<file path="config.mk">
export PLATFORM = sky130hd
export DESIGN_NAME = cpu_clk_ctrl
export DESIGN_NICKNAME = d
export VERILOG_FILES = /design/src/rtl/cpu_clk_ctrl.sv
export SDC_FILE = /design/constraint.sdc
export NUM_CORES = 1
export LEC_CHECK = 0
export CAP_MARGIN = 20
export CORE_MARGIN = 3
export CORE_UTILIZATION = 55
export DETAILED_ROUTE_END_ITERATION = 6
export HOLD_SLACK_MARGIN = 0.15
export PLACE_DENSITY = 0.76
export SETUP_SLACK_MARGIN = 0.2
export SYNTH_ARGS = -nofsm -noshare
export SYNTH_HDL_FRONTEND = slang
export SYNTH_SLANG_ARGS = --single-unit
export TNS_END_PERCENT = 50
</file>
<file path="constraint.sdc">
create_clock -name iCLK -period 4.5 [get_ports iCLK]
set_input_delay 0.9 -clock iCLK [delete_from_list [all_inputs] [get_ports iCLK]]
set_output_delay 0.9 -clock iCLK [all_outputs]
set_load 0.005 [all_outputs]
</file>
<file path="src/rtl/cpu_clk_ctrl.sv">
// ---------------------------------------------------------------------------
// cpu_clk_ctrl
//
// Run / stop / single-step controller for the soft CPU clock. The board clock
// is divided down to a slow CPU clock that is always registered and free of
// glitches. That clock runs freely, parks low, or produces exactly one full
// period for each debounced press of the step key.
//
// Parameters
//   DIV : board-clock cycles per CPU clock half-period (>= 2)
//   DB  : cycles the synchronised step key must be stable before a level
//         change is accepted (>= 2)
//
// Ports
//   iCLK     : board clock, the only clock domain
//   iRST_N   : asynchronous active-low reset; the clock parks low
//   iRUN     : run switch, asynchronous level (1 = free-run)
//   iSTEP_N  : step push-button, asynchronous, active-low, bouncy
//   oCPU_CLK : divided CPU clock, registered
//   oTICK    : one-cycle pulse in the cycle where oCPU_CLK goes 0->1
//   oSTATE   : 0 = STOPPED, 1 = RUN, 2 = STEP
//   oCYCLES  : count of oCPU_CLK rising edges since reset (wraps)
// ---------------------------------------------------------------------------
module cpu_clk_ctrl #(
    parameter int DIV = 250000,
    parameter int DB  = 500000
) (
    input  logic        iCLK,
    input  logic        iRST_N,
    input  logic        iRUN,
    input  logic        iSTEP_N,
    output logic        oCPU_CLK,
    output logic        oTICK,
    output logic [1:0]  oSTATE,
    output logic [15:0] oCYCLES
);

    localparam int CW  = $clog2(DIV);
    localparam int DBW = $clog2(DB);

    localparam logic [CW-1:0]  CNT_LAST = CW'(DIV - 1);
    localparam logic [DBW-1:0] DB_LAST  = DBW'(DB - 1);

    typedef enum logic [1:0] {
        ST_STOPPED = 2'd0,
        ST_RUN     = 2'd1,
        ST_STEP    = 2'd2
    } state_t;

    // Synchronisers
    logic run_meta_q,  run_meta_d;
    logic run_s_q,     run_s_d;
    logic step_meta_q, step_meta_d;
    logic step_s_q,    step_s_d;

    // Debounce and press detect
    logic [DBW-1:0] db_cnt_q, db_cnt_d;
    logic           key_db_q, key_db_d;
    logic           key_db_dly_q, key_db_dly_d;
    logic           press_q, press_d;

    // Prescaler, state machine and outputs
    state_t         state_q, state_d;
    logic [CW-1:0]  cnt_q, cnt_d;
    logic           cpu_clk_q, cpu_clk_d;
    logic           tick_q, tick_d;
    logic [15:0]    cycles_q, cycles_d;
    logic           cnt_last;

    // Two-flop synchronisers. The step synchroniser idles high so that a
    // key at rest never looks like a press coming out of reset.
    always_comb begin
        run_meta_d  = iRUN;
        run_s_d     = run_meta_q;
        step_meta_d = iSTEP_N;
        step_s_d    = step_meta_q;
    end

    // Debounce: the counter measures how long step_s has disagreed with
    // the accepted level. Any agreement restarts it, so only a run of DB
    // consecutive disagreeing cycles moves key_db.
    always_comb begin
        key_db_d = key_db_q;
        db_cnt_d = '0;
        if (step_s_q != key_db_q) begin
            if (db_cnt_q == DB_LAST) begin
                key_db_d = step_s_q;
            end else begin
                db_cnt_d = db_cnt_q + DBW'(1);
            end
        end
    end

    // Press is registered from a delayed copy of key_db, so it appears one
    // cycle after key_db falls and lasts exactly one cycle.
    always_comb begin
        key_db_dly_d = key_db_q;
        press_d      = key_db_dly_q & ~key_db_q;
    end

    assign cnt_last = (cnt_q == CNT_LAST);

    // State machine and prescaler. Every exit from an active state occurs
    // on a prescaler wrap. That keeps every CPU clock phase a full DIV cycles
    // long. RUN leaves only where a rise would occur, so the rise is simply
    // not made. STEP leaves on its own falling edge.
    always_comb begin
        state_d   = state_q;
        cnt_d     = cnt_q;
        cpu_clk_d = cpu_clk_q;
        tick_d    = 1'b0;

        case (state_q)
            ST_STOPPED: begin
                cnt_d     = '0;
                cpu_clk_d = 1'b0;
                // Run has priority. A press seen in the same cycle is lost.
                if (run_s_q) begin
                    state_d = ST_RUN;
                end else if (press_q) begin
                    state_d = ST_STEP;
                end
            end

            ST_RUN: begin
                if (cnt_last) begin
                    cnt_d = '0;
                    if (!cpu_clk_q && !run_s_q) begin
                        state_d = ST_STOPPED;
                    end else begin
                        cpu_clk_d = ~cpu_clk_q;
                        tick_d    = ~cpu_clk_q;
                    end
                end else begin
                    cnt_d = cnt_q + CW'(1);
                end
            end

            ST_STEP: begin
                if (cnt_last) begin
                    cnt_d     = '0;
                    cpu_clk_d = ~cpu_clk_q;
                    tick_d    = ~cpu_clk_q;
                    if (cpu_clk_q) begin
                        state_d = ST_STOPPED;
                    end
                end else begin
                    cnt_d = cnt_q + CW'(1);
                end
            end

            default: begin
                state_d   = ST_STOPPED;
                cnt_d     = '0;
                cpu_clk_d = 1'b0;
            end
        endcase
    end

    // The cycle counter advances in the same cycle as the tick it counts,
    // so oCYCLES already includes a rise while oTICK is high for that rise.
    always_comb begin
        cycles_d = cycles_q;
        if (tick_d) begin
            cycles_d = cycles_q + 16'd1;
        end
    end

    always_ff @(posedge iCLK or negedge iRST_N) begin
        if (!iRST_N) begin
            run_meta_q   <= 1'b0;
            run_s_q      <= 1'b0;
            step_meta_q  <= 1'b1;
            step_s_q     <= 1'b1;
            db_cnt_q     <= '0;
            key_db_q     <= 1'b1;
            key_db_dly_q <= 1'b1;
            press_q      <= 1'b0;
            state_q      <= ST_STOPPED;
            cnt_q        <= '0;
            cpu_clk_q    <= 1'b0;
            tick_q       <= 1'b0;
            cycles_q     <= '0;
        end else begin
            run_meta_q   <= run_meta_d;
            run_s_q      <= run_s_d;
            step_meta_q  <= step_meta_d;
            step_s_q     <= step_s_d;
            db_cnt_q     <= db_cnt_d;
            key_db_q     <= key_db_d;
            key_db_dly_q <= key_db_dly_d;
            press_q      <= press_d;
            state_q      <= state_d;
            cnt_q        <= cnt_d;
            cpu_clk_q    <= cpu_clk_d;
            tick_q       <= tick_d;
            cycles_q     <= cycles_d;
        end
    end

    assign oCPU_CLK = cpu_clk_q;
    assign oTICK    = tick_q;
    assign oSTATE   = state_q;
    assign oCYCLES  = cycles_q;

endmodule

</file>
Word level (Yosys, flattened, before mapping)
Cells that the tools add are included.
{"block": "totals", "elab_cells": 57, "regBits": 64, "inputBits": 4}
{"block": "classes", "n_reduce_logical": 8, "eq_ne": 11, "addsub": 3, "muxes": 19, "n_bitwise": 3}
{"op": "$mux 19", "n": 2}
{"op": "$mux 18", "n": 2}
{"op": "$add 19x1->19 const B", "n": 1}
{"op": "$eq 19x19->1 const B", "n": 1}
{"op": "$add 18x1->18 const B", "n": 1}
{"op": "$eq 18x18->1 const B", "n": 1}
{"op": "$add 16x1->16 const B", "n": 1}
{"op": "$mux 2", "n": 6}
{"op": "$ne 2x2->1 const B", "n": 5}
{"op": "$mux 1", "n": 6}
{"op": "$pmux 2 s3", "n": 1}
{"op": "$reduce_and 5->1", "n": 1}
{"op": "$pmux 1 s2", "n": 2}
{"op": "$ne 3x3->1 const B", "n": 1}
{"op": "$reduce_and 3->1", "n": 1}
{"op": "$eq 2x1->1 const B", "n": 1}
{"op": "$eq 2x2->1 const B", "n": 1}
{"op": "$logic_not 1->1", "n": 2}
{"op": "$logic_not 2->1", "n": 1}
{"op": "$not 1->1", "n": 2}
{"op": "$reduce_and 2->1", "n": 1}
{"op": "$reduce_or 2->1", "n": 1}
{"op": "$and 1x1->1", "n": 1}
{"op": "$logic_and 1x1->1", "n": 1}
{"op": "$ne 1x1->1", "n": 1}

Longest topological paths before layout
Gate-level depths: netlist (run 1).
{"block": "depth", "depth_word": 5, "depth_mapped": 7, "mapped_depth_nobuf": 6}

Worst setup path after synthesis (run 1)
No wires, ideal clock.
{"block": "synth_path", "kind": "register to register", "startpoint": "reg state_q[0], in the netlist oSTATE[0]", "endpoint": "reg cycles_q[14], in the netlist oCYCLES[14]", "slack_ns": 2.508, "setup_time_ns": 0.123, "required_time_ns": 4.377, "n_path_buf": 0, "stages_incl_launch_ff": 7, "arrival_ns": 1.869, "path_cell_list": "dfrtp_1 -> inv_1 -> ha_1 -> nand2b_1 -> nor4_2 -> or4b_1 -> xnor2_1"}
{"block": "synth_between", "elab_chain_cells": 2, "word_cells_on_any_way": 3}
{"element": "from (decl)", "line": "63", "rtl": "state_t state_q, state_d;"}
{"element": "from (signal assigned)", "line": "193", "rtl": "state_q <= state_d;"}
{"element": "$eq 2x2->1 or $eq 2x1->1 (tied branches)", "line": "113", "rtl": "case (state_q)"}
{"element": "$pmux 1 s2 *", "line": "113"}
{"element": "to (signal assigned)", "line": "197", "rtl": "cycles_q <= cycles_d;"}
{"element": "to (decl)", "line": "67", "rtl": "logic [15:0] cycles_q, cycles_d;"}
Every way passes the cells marked *; elsewhere a longest branch is shown, timed or not.
A chain may end at the register's enable or synchronous reset.

Final worst setup path (run 1)
Same ends and word-level chain as after synthesis.

==> results by group, run 1 <==
Outcome
  • Status: complete, no violations

Clock tree
  • Clk buf depth: 2
  • Worst-path clk slew: ~0.07 ns
  • Htree depth: 3
  • TritonCTS clock tree: yes
  • # clock sinks: 64
  • Hold_buf cts: 0
  • Number of CTS-inserted buffers: 9
  • Post-CTS sizing: 0
  • Post-CTS setup buffers: 0
  • Worst skew pair latency: roughly 0.34 ns
  • Clk root buf: clkbuf_8

Route
  • Remaining antenna violation count: 0
  • Detailed-route wire length: between 6000 and 7000 um
  • Initial DRT Pass Iterations: 4
  • DR vias/cell: 5.75
  • Vias: roughly 2300
  • Wire length per cell: 15.0 um
  • DRT iter0 DRCs: 162
  • Post-route DRC: 0

Synth
  • Number of synthesized flops with an enable pin: 0
  • Area share of the largest cell type after synthesis: ~48%
  • Synth cell types: 41
  • Synth area leaders: dfrtp_1 48%, xnor2_1 8.4%, nor2_1 4.1%, nand4_1 4.0%, dfstp_2 3.4%
  • Largest area contributor in the netlist: dfrtp_1
  • Most frequent cell after synthesis: dfrtp_1
  • Sequential area share after synthesis: about 52%
  • Post-Syn Instances: just over 300
  • Ys async rst share: between 90% and 100%
  • Syn_nets: 312
  • Synthesis Warnings: 0
  • Post-synth top cells: 60 x dfrtp_1, 34 x nor2_1, 30 x xnor2_1
  • Ys flop type: dfrtp_1
  • Mean Syn Cell Area: 10.3 um2
  • Mapped Area: a little over 3000 um2
  • Synthesis-stage register bit count: 64

GRT
  • Largest net degree at the start of global routing: 40
  • First-pass GRT wire length: approximately 11000 um
  • Antenna violations before repair: 0
  • Vias in the first global route: roughly 2300
  • All-Layer GR Usage: between 20% and 30%
  • Grt total ovfl: 0

Flow run
  • Max cap viols: 0

STA
  • Clk_skew: 0.00949 ns
  • Final hold vios: 0
  • Worst-Margin Slew: about 0.85 ns
  • RSZ-0062 raised after global routing: no
  • Period utilisation layout: 52.6%
  • Post-layout minimum cycle time: 2.37 ns
  • Fmax: roughly 420 MHz
  • Fin. max-slew vios: 0
  • Setup violators final: 0
  • Setup TNS: 0 ns
  • Final worst slack: around 2.1 ns
  • Relative slew slack: 42.9%

Final layout
  • Ant diodes: 0
  • Total Nets Final: between 300 and 400
  • Design area: between 3000 and 4000 um2
  • Share of cells above drive strength 1: between 8 and 9%
  • Non-filler cells, final: a little over 400
  • P&R area growth vs syn: 15.8%

Critical path
  • CP Cell Sequence: inv_1 -> ha_1 -> nand2b_1 -> nor4_2 -> or4b_1 -> xnor2_1
  • Req. time, crit path: roughly 4.7 ns
  • CP delay by family, top: simple AND/OR/NAND/NOR gates
  • Cells on worst reg2reg path: 6
  • Startpoint types: flip-flop
  • Max incr delay on CP: about 0.60 ns
  • Crit Path Max Fanout: 6
  • Number of buffers and inverters on the critical path: 1
  • WS Path Type: reg2reg
  • Critical Path Slowest Stage Cell: nor4_2
  • Crit path depth: 6
  • CP Capture Type: flip-flop
  • Crit path DAT: between 2 and 3 ns

Worst hold path
  • Worst Hold Depth: 0
  • Hold crit path type: reg2reg

Power and ir drop
  • Total power draw: 1340 uW
  • Leakage: roughly 0.0015 uW
  • Pwr dens: 371 nW/um2
  • Max rail drop VDD: around 0.28 mV

Placement
  • Placed Area: roughly 3400 um2
  • Dpl hpwl: 4230 um
  • DP Cell Count: 390
  • Port Buf Inserts: 23
  • Global placement routability congestion: slightly above 0.8
  • Place WS: between 2 and 2.5 ns

Floorplanning
  • Die Wd: approximately 80 um
  • Io pins: 24
  • Placeable core area: 5300 um2
  • Die outline height: roughly 81 um
  • Row count: 26
  • Die area: 6600 um2
  • Initial Util: between 50% and 60%
metrics by stage:
stage                     hold WS [ns]  utilization, %
after floorplan                  0.331               -
after global placement           0.332            64.2
after detailed placement         0.347            64.4
after CTS                        0.357            68.0
after global routing             0.362            68.0
final                            0.356            68.0
sequential cells by signal, indices dropped and copies added, names as in the netlist:
signal,cells
cnt_q,18
step_meta_q,1
db_cnt_q,19
oTICK,1
oCYCLES,16
key_db_dly_d,1
oCPU_CLK,1
oSTATE,2
run_meta_q,1
key_db_dly_q,1
run_s_q,1
press_q,1
step_s_q,1
cell families (layout without fill, tap and decap cells):
group / count (synthesis) / in the layout / synth area share (%)
XOR/XNOR: 42 / 42 / 11.8
flip-flops: 64 / 64 / 51.6
AND/OR/NAND/NOR: 149 / 149 / 26.5
buffers and inverters: 15 / 49 / 2.09
AO/OA/AOI/OAI: 22 / 22 / 4.22
adder cells (fa/ha/maj): 6 / 6 / 2.41
multiplexers: 4 / 4 / 1.37
layout make-up:
cell class | instances | area, um2
clock buffer | 13 | 149
clock inverter | 3 | 42.5
fill | 405 | 1700
inverter | 7 | 26.3
multi-input combinational | 223 | 1440
sequential | 64 | 1610
tap | 70 | 87.6
timing repair buffer | 26 | 251
power breakdown:
group	internal, uW	switching [uW]
Combinational	90.6	141
Clock	271	212
Sequential	600	22.9
Total	961	376
path summary, 6_finish.rpt:
check / end / from / slack (ns)
worst max-delay path: oCYCLES[14] / oSTATE[0] / 2.13
worst min-delay path: run_s_q / run_meta_q / 0.36
worst max register to register: oCYCLES[14] / oSTATE[0] / 2.13
worst min register to register: run_s_q / run_meta_q / 0.36
max in group asynchronous: step_meta_q / iRST_N / 3.04
min in group asynchronous: oCYCLES[7] / iRST_N / 0.54
cells in the final DEF (no fill, tap or decap), types with 2 or more instances in the layout:
| master | instances |
|---|---|
| inv_1 | 7 |
| and3_1 | 9 |
| clkdlybuf4s50_1 | 22 |
| xor2_1 | 12 |
| mux2_2 | 2 |
| nor4_1 | 9 |
| o31ai_1 | 2 |
| clkbuf_1 | 3 |
| and2_1 | 7 |
| clkbuf_8 | 10 |
| o21ai_0 | 5 |
| nor2_1 | 34 |
| nand4_1 | 20 |
| xnor2_1 | 30 |
| a21oi_1 | 8 |
| o21ai_1 | 2 |
| mux2i_1 | 2 |
| or4_1 | 2 |
| nand2b_1 | 2 |
| dfrtp_1 | 60 |
| nand3_1 | 19 |
| ha_1 | 6 |
| nand2_1 | 17 |
| or3_1 | 7 |
| buf_4 | 2 |
| nor3_1 | 6 |
| and4_1 | 7 |
| or2_2 | 2 |
| dfstp_2 | 4 |
layer usage:
layer | up-vias | global-route usage (%) | wire [um]
li1 | 1137 | - | -
met4 | 0 | 12.0 | 110
met2 | 59 | 32.9 | 2820
met1 | 1131 | 27.5 | 2890
met3 | 8 | 4.66 | 271
met5 | - | 0 | 0
Power figures use the tool's default switching activity.
==> run 2: changes to the inputs <==
clock period = 2.4 ns   (was 4.5 ns; I/O delays follow)
==> run 2 against run 1 <==
Critical path depth down 2; design area up 1.9%; total power up 93%; maximum frequency up 22%; worst hold slack worse by 0.21 ns; sequential share of layout area down 0.82 points; sequential power up 88%; register-to-register slack worse by 1.7 ns; combinational power up 78%; global-route usage down 0.28 points; core utilization up 1.3 points.
==> results by group, run 2 (synthesized netlist as in run 1, its figures left out) <==
Floorplanning
  • Placeable core area: 5300 um2 (unchanged)
  • Initial Util: 58.7% (unchanged)
  • Die area: 6600 um2 (unchanged)
  • Die Wd: 81.2 um (unchanged)
  • Row count: 26 (unchanged)
  • Io pins: 24 (unchanged)
  • Die outline height: 81.2 um (unchanged)

Route
  • Vias: 2360 (+1.1%)
  • Wire length per cell: 14.3 um (-4.7%)
  • Detailed-route wire length: 5890 um (-3.5%)
  • DRT iter0 DRCs: 124 (-23%)
  • DR vias/cell: 5.74 (-0.16%)
  • Post-route DRC: 0 (unchanged)
  • Remaining antenna violation count: 0 (unchanged)
  • Initial DRT Pass Iterations: 4 (unchanged)

STA
  • Setup TNS: 0 ns (unchanged)
  • Relative slew slack: 67.2% (+24 points)
  • Fin. max-slew vios: 0 (unchanged)
  • RSZ-0062 raised after global routing: no
  • Final hold vios: 0 (unchanged)
  • Period utilisation layout: 81.1% (+29 points)
  • Post-layout minimum cycle time: 1.95 ns (-0.420 ns)
  • Setup violators final: 0 (unchanged)
  • Final worst slack: 0.453 ns (-1.68 ns)
  • Fmax: 514 MHz (+22%)
  • Worst-Margin Slew: 0.486 ns (-0.364 ns)
  • Clk_skew: 0.0114 ns (+0.00195 ns)

Final layout
  • Share of cells above drive strength 1: 10.3% (+1.6 points)
  • Max FFs per register: 19 (unchanged)
  • Most flop-heavy register: db_cnt_q
  • Most frequent cells in the layout: 60 x dfrtp_1, 34 x nor2_1, 30 x xnor2_1
  • Multi-input logic area: 1440 um2 (unchanged)
  • Total Nets Final: 346 (+1.5%)
  • Ant diodes: 0 (unchanged)
  • Commonest non-fill, non-tap cell in the layout: dfrtp_1
  • P&R area growth vs syn: 18.0%
  • Seq. cell area: 1610 um2 (unchanged)
  • Fill cell count: 399 (-1.5%)
  • Non-filler cells, final: 411 (+1.2%)
  • Util after Layout: 69.3% (+1.3 points)

Clock tree
  • Htree depth: 3 (unchanged)
  • Worst skew pair latency: 0.34 ns (about the same)
  • Clk buf depth: 2 (unchanged)
  • Post-CTS setup buffers: 0 (unchanged)
  • Post-CTS sizing: 0 (unchanged)
  • Worst-path clk slew: 0.07 ns (about the same)
  • Number of CTS-inserted buffers: 9 (unchanged)
  • # clock sinks: 64 (unchanged)
  • Clk root buf: clkbuf_8
  • TritonCTS clock tree: yes
  • Hold_buf cts: 0 (unchanged)

Critical path
  • Crit Path Max Fanout: 7 (+1)
  • WS Path Type: reg2reg
  • Number of buffers and inverters on the critical path: 0 (-1)
  • CP delay by family, top: simple AND/OR/NAND/NOR gates
  • CP Capture Type: flip-flop
  • Crit path DAT: 2.17 ns (-0.42 ns)
  • Req. time, crit path: 2.62 ns (-2.10 ns)
  • Startpoint types: flip-flop
  • Max incr delay on CP: 0.57 ns (-0.03 ns)
  • CP Cell Sequence: nor4b_1 -> nand2_1 -> or4b_1 -> xnor2_1
  • Critical Path Slowest Stage Cell: or4b_1

Power and ir drop
  • Leakage: 0.00152 uW (+2.7%)
  • Total power draw: 2580 uW (+93%)
  • Max rail drop VDD: 0.447 mV (+61%)
  • Pwr dens: 701 nW/um2 (+89%)

GRT
  • First-pass GRT wire length: 10600 um (+1.1%)
  • Vias in the first global route: 2258 (-2.5%)
  • Antenna violations before repair: 0 (unchanged)
  • Largest net degree at the start of global routing: 65 (+63%)
  • All-Layer GR Usage: 20.9% (-0.28 points)
  • Grt total ovfl: 0 (unchanged)

Outcome
  • Status: complete, no violations

Placement
  • Global placement routability congestion: 0.882 (+7.0%)
  • Port Buf Inserts: 23 (unchanged)
  • Dpl hpwl: 4200 um (-0.68%)
  • DP Cell Count: 395 (+1.3%)
  • Place WS: 0.353 ns (-1.81 ns)

Flow run
  • Max cap viols: 0 (unchanged)

Worst hold path
  • Hold crit path type: in2async
==> run 2: changes by cell type in the layout (fill, tap and decap cells not counted), sizes merged <==
| cell | before | now |
|---|---|---|
| clkinv | 1 | 2 |
| buf | 4 | 9 |
| bufinv | 1 | 2 |
| clkbuf | 13 | 11 |
==> run 2: stage by stage <==
step / cell area, um2 / hold WS (ns)
4_1_cts: 3670 / 0.153
6_report: 3670 / 0.142
3_3_place_gp: 3460 / 0.336
2_1_floorplan: 3110 / 0.184
3_5_place_dp: 3460 / 0.347
5_1_grt: 3670 / 0.165
==> run 2: power by group <==
group / switching, uW / total, uW / internal [uW]
logic: 250 / 414 / 164
registers: 45.4 / 1170 / 1120
clock network: 406 / 992 / 586
total: 702 / 2580 / 1870
==> run 2: final cells by class <==
cell class                      count  share of cell area [%]
Tap cell                           70                    2.38
Clock inverter                      5                    2.21
Timing Repair Buffer               31                    8.11
Clock buffer                       11                    3.58
Sequential cell                    64                    43.7
Multi-Input combinational cell    223                    39.3
Inverter                            7                   0.715
==> run 2: worst register-to-register path: stages (launching register included) <==
cell	delay, ns
dfrtp_1	0.46
nor4b_1	0.51
nand2_1	0.16
or4b_1	0.57
xnor2_1	0.14
==> run 2: worst paths after layout <==
path	slack (ns)	cells past startpoint	from	endpoint
setup / recovery	0.45	4	cnt_q[9]	oCYCLES[14]
hold / removal	0.14	2	iRST_N	oCYCLES[8]
setup reg to reg	0.45	4	cnt_q[9]	oCYCLES[14]
hold reg to reg	0.36	0	step_meta_q	step_s_q
max in group asynchronous	1.93	2	iRST_N	key_db_dly_q
min in group iCLK	0.36	0	step_meta_q	step_s_q
==> run 2: metal layers <==
layer	GRT usage [%]	part of all wire (%)
met5	0	0
met4	9.97	2.0
met3	2.99	4.0
met2	31.3	45
met1	30.0	49
==> run 3: changes to the inputs <==
clock period = 1.8 ns   (was 2.4 ns; I/O delays follow)
==> run 3 against run 2 <==
The flow now finishes with violations (negative setup slack); largest cell class is now multi-input combinational cells; die area is the same; setup slack lost 0.50 ns; total power grew 53%; cell count grew 13%; register-to-register slack lost 0.50 ns; sequential cell count is the same; core utilization grew 17 points; combinational power grew to 2.7 times the previous value; worst hold slack gained 0.22 ns; critical path depth grew 1; clock skew shrank 0.0065 ns.
==> results by group, run 3 (synthesized netlist as in run 1, its figures left out) <==
Outcome
  • Status: complete, but fails checks
  • Violations in the final reports: negative setup slack

STA
  • Fmax: 541 MHz (+5.4%)
  • Worst hold slack: 0.357 ns (+0.216 ns)
  • Setup violators final: 1 (+1)
  • Final worst slack: -0.0479 ns (-0.501 ns)
  • RSZ-0062 raised after global routing: yes
  • Post-layout minimum cycle time: 1.85 ns (-0.0992 ns)
  • Final hold vios: 0 (unchanged)
  • Clk_skew: 0.00491 ns (-0.00653 ns)
  • Relative slew slack: 62.8% (-4.4 points)
  • Period utilisation layout: 103% (+22 points)
  • Worst-Margin Slew: 0.544 ns (+0.0587 ns)
  • Setup TNS: -0.0479 ns (-0.0479 ns)
  • Fin. max-slew vios: 0 (unchanged)

Final layout
  • Commonest non-fill, non-tap cell in the layout: dfrtp_1
  • Max FFs per register: 19 (unchanged)
  • Ant diodes: 0 (unchanged)
  • Seq. cell area: 1610 um2 (about the same)
  • Fill cell count: 242 (-39%)
  • Total Nets Final: 401 (+16%)
  • Most flop-heavy register: db_cnt_q
  • Multi-input logic area: 1840 um2 (+28%)
  • P&R area growth vs syn: 46.9%
  • Most frequent cells in the layout: 59 x dfrtp_1, 48 x buf_4, 29 x xnor2_1
  • Share of cells above drive strength 1: 36.9% (+27 points)
  • Non-filler cells, final: 466 (+13%)

Floorplanning
  • Initial Util: 58.7% (unchanged)
  • Placeable core area: 5300 um2 (unchanged)
  • Die Wd: 81.2 um (unchanged)
  • Die area: 6600 um2 (unchanged)
  • Die outline height: 81.2 um (unchanged)
  • Row count: 26 (unchanged)
  • Io pins: 24 (unchanged)

Critical path
  • WS Path Type: reg2reg
  • Req. time, crit path: 2.09 ns (-0.53 ns)
  • Max incr delay on CP: 0.50 ns (-0.07 ns)
  • Startpoint types: flip-flop
  • Critical Path Slowest Stage Cell: a2111oi_0
  • CP Cell Sequence: nor4bb_4 -> nand3_1 -> buf_4 -> a2111oi_0 -> or3_1
  • CP Capture Type: flip-flop
  • Crit path DAT: 2.14 ns (-0.03 ns)
  • Crit Path Max Fanout: 3 (-4)

Route
  • DRT iter0 DRCs: 204 (+65%)
  • Post-route DRC: 0 (unchanged)
  • Detailed-route wire length: 8370 um (+42%)
  • Remaining antenna violation count: 0 (unchanged)
  • Vias: 2745 (+16%)
  • DR vias/cell: 5.89 (+2.6%)
  • Wire length per cell: 18.0 um (+25%)
  • Initial DRT Pass Iterations: 4 (unchanged)

GRT
  • First-pass GRT wire length: 12000 um (+13%)
  • Grt total ovfl: 0 (unchanged)
  • Antenna violations before repair: 0 (unchanged)
  • All-Layer GR Usage: 24.1% (+3.2 points)
  • Largest net degree at the start of global routing: 65 (unchanged)
  • Vias in the first global route: 2584 (+14%)

Power and ir drop
  • Leakage: 0.00218 uW (+44%)
  • Sequential share of power: 39.4% (-6.0 points)
  • Sw Pwr: 1210 uW (+72%)
  • Clock power share: 32.8% (-5.7 points)
  • Max rail drop VDD: 0.658 mV (+47%)
  • Switching part of the total: 30.6% (+3.3 points)
  • Logic pwr share: 27.8% (+12 points)
  • Pwr dens: 864 nW/um2 (+23%)
  • Total power draw: 3950 uW (+53%)
  • Internal power: 2750 uW (+46%)

Worst hold path
  • Hold crit path type: reg2reg

Placement
  • Place WS: -0.0519 ns (-0.405 ns)
  • Dpl hpwl: 4520 um (+7.5%)
  • Port Buf Inserts: 23 (unchanged)
  • DP Cell Count: 418 (+5.8%)
  • Global placement routability congestion: 0.847 (-4.0%)

Clock tree
  • Worst skew pair latency: 0.35 ns (about the same)
  • Htree depth: 3 (unchanged)
  • # clock sinks: 64 (unchanged)
  • Clk buf depth: 2 (unchanged)
  • Clk root buf: clkbuf_8
  • Number of CTS-inserted buffers: 9 (unchanged)
  • TritonCTS clock tree: yes
  • Worst-path clk slew: 0.07 ns (about the same)

Flow run
  • Max cap viols: 0 (unchanged)
run 3: cell count changes in the layout (fill, tap and decap cells not counted), moves of 5 or more:
cell             delta
dlymetal6s2s_1     +15
nor2_1             -13
nor4_4              +5
buf_4              +41
buf_6              +13
nor4_1              -7
clkdlybuf4s50_1    -18
nor2_4             +13
run 3: worst max-delay path: cells and delay by family, from the launching register on:
kind,cells,cell delay (ns)
and+or+nand+nor,3,0.70
AOI/OAI and AO/OA,1,0.50
buffers and inverters,1,0.18
DFF,1,0.41
run 3: layout make-up:
cell class / count / share of cell area (%)
repair buffers: 86 / 17.6
multi-input cells: 223 / 40.2
flip-flops and latches: 64 / 35.1
clock buffers: 11 / 3.31
inverters: 7 / 0.574
well taps: 70 / 1.91
clock inverters: 5 / 1.20
run 3: routing by layer:
metal	vias up	share of wire, %	track usage, %
met3	22	4.8	5.21
met4	0	2.8	12.3
met1	1354	44	30.8
li1	1262	-	-
met5	-	0	0
met2	107	49	38.7
run 3: final timing paths:
path | from | endpoint | slack (ns) | cells after the start
worst max-delay path | cnt_q[17] | oCPU_CLK | -0.05 | 5
worst min-delay path | run_meta_q | run_s_q | 0.36 | 0
worst max register to register | cnt_q[17] | oCPU_CLK | -0.05 | 5
worst min register to register | run_meta_q | run_s_q | 0.36 | 0
max in group asynchronous | iRST_N | key_db_dly_q | 0.92 | 3
min in group asynchronous | iRST_N | oCYCLES[7] | 0.55 | 3
run 3: per-stage QoR:
step	utilization [%]	cell area, um2
after global routing	86.3	4580
final	86.3	4580
after global placement	70.1	3710
after floorplan	-	3190
after CTS	78.8	4180
after detailed placement	70.1	3710
run 3: power by group through the flow:
stage | sequential [uW] | clock (uW) | combinational, uW
4_1_cts | 1560 | 1300 | 855
5_1_grt | 1560 | 1370 | 1170
3_3_place_gp | 1580 | 0 | 722
2_1_floorplan | 1580 | 0 | 461
6_report | 1560 | 1300 | 1100
3_5_place_dp | 1580 | 0 | 740
run 3: timing repair:
item | in CTS | in global routing
setup endpoints to repair | 61 | 70
resized for setup | 25 | 81
buffers inserted | 21 | 9
cloned | 0 | 1
pin swaps | 22 | 48
hold buffers | 1 | 0
hold endpoints to repair | 60 | 0
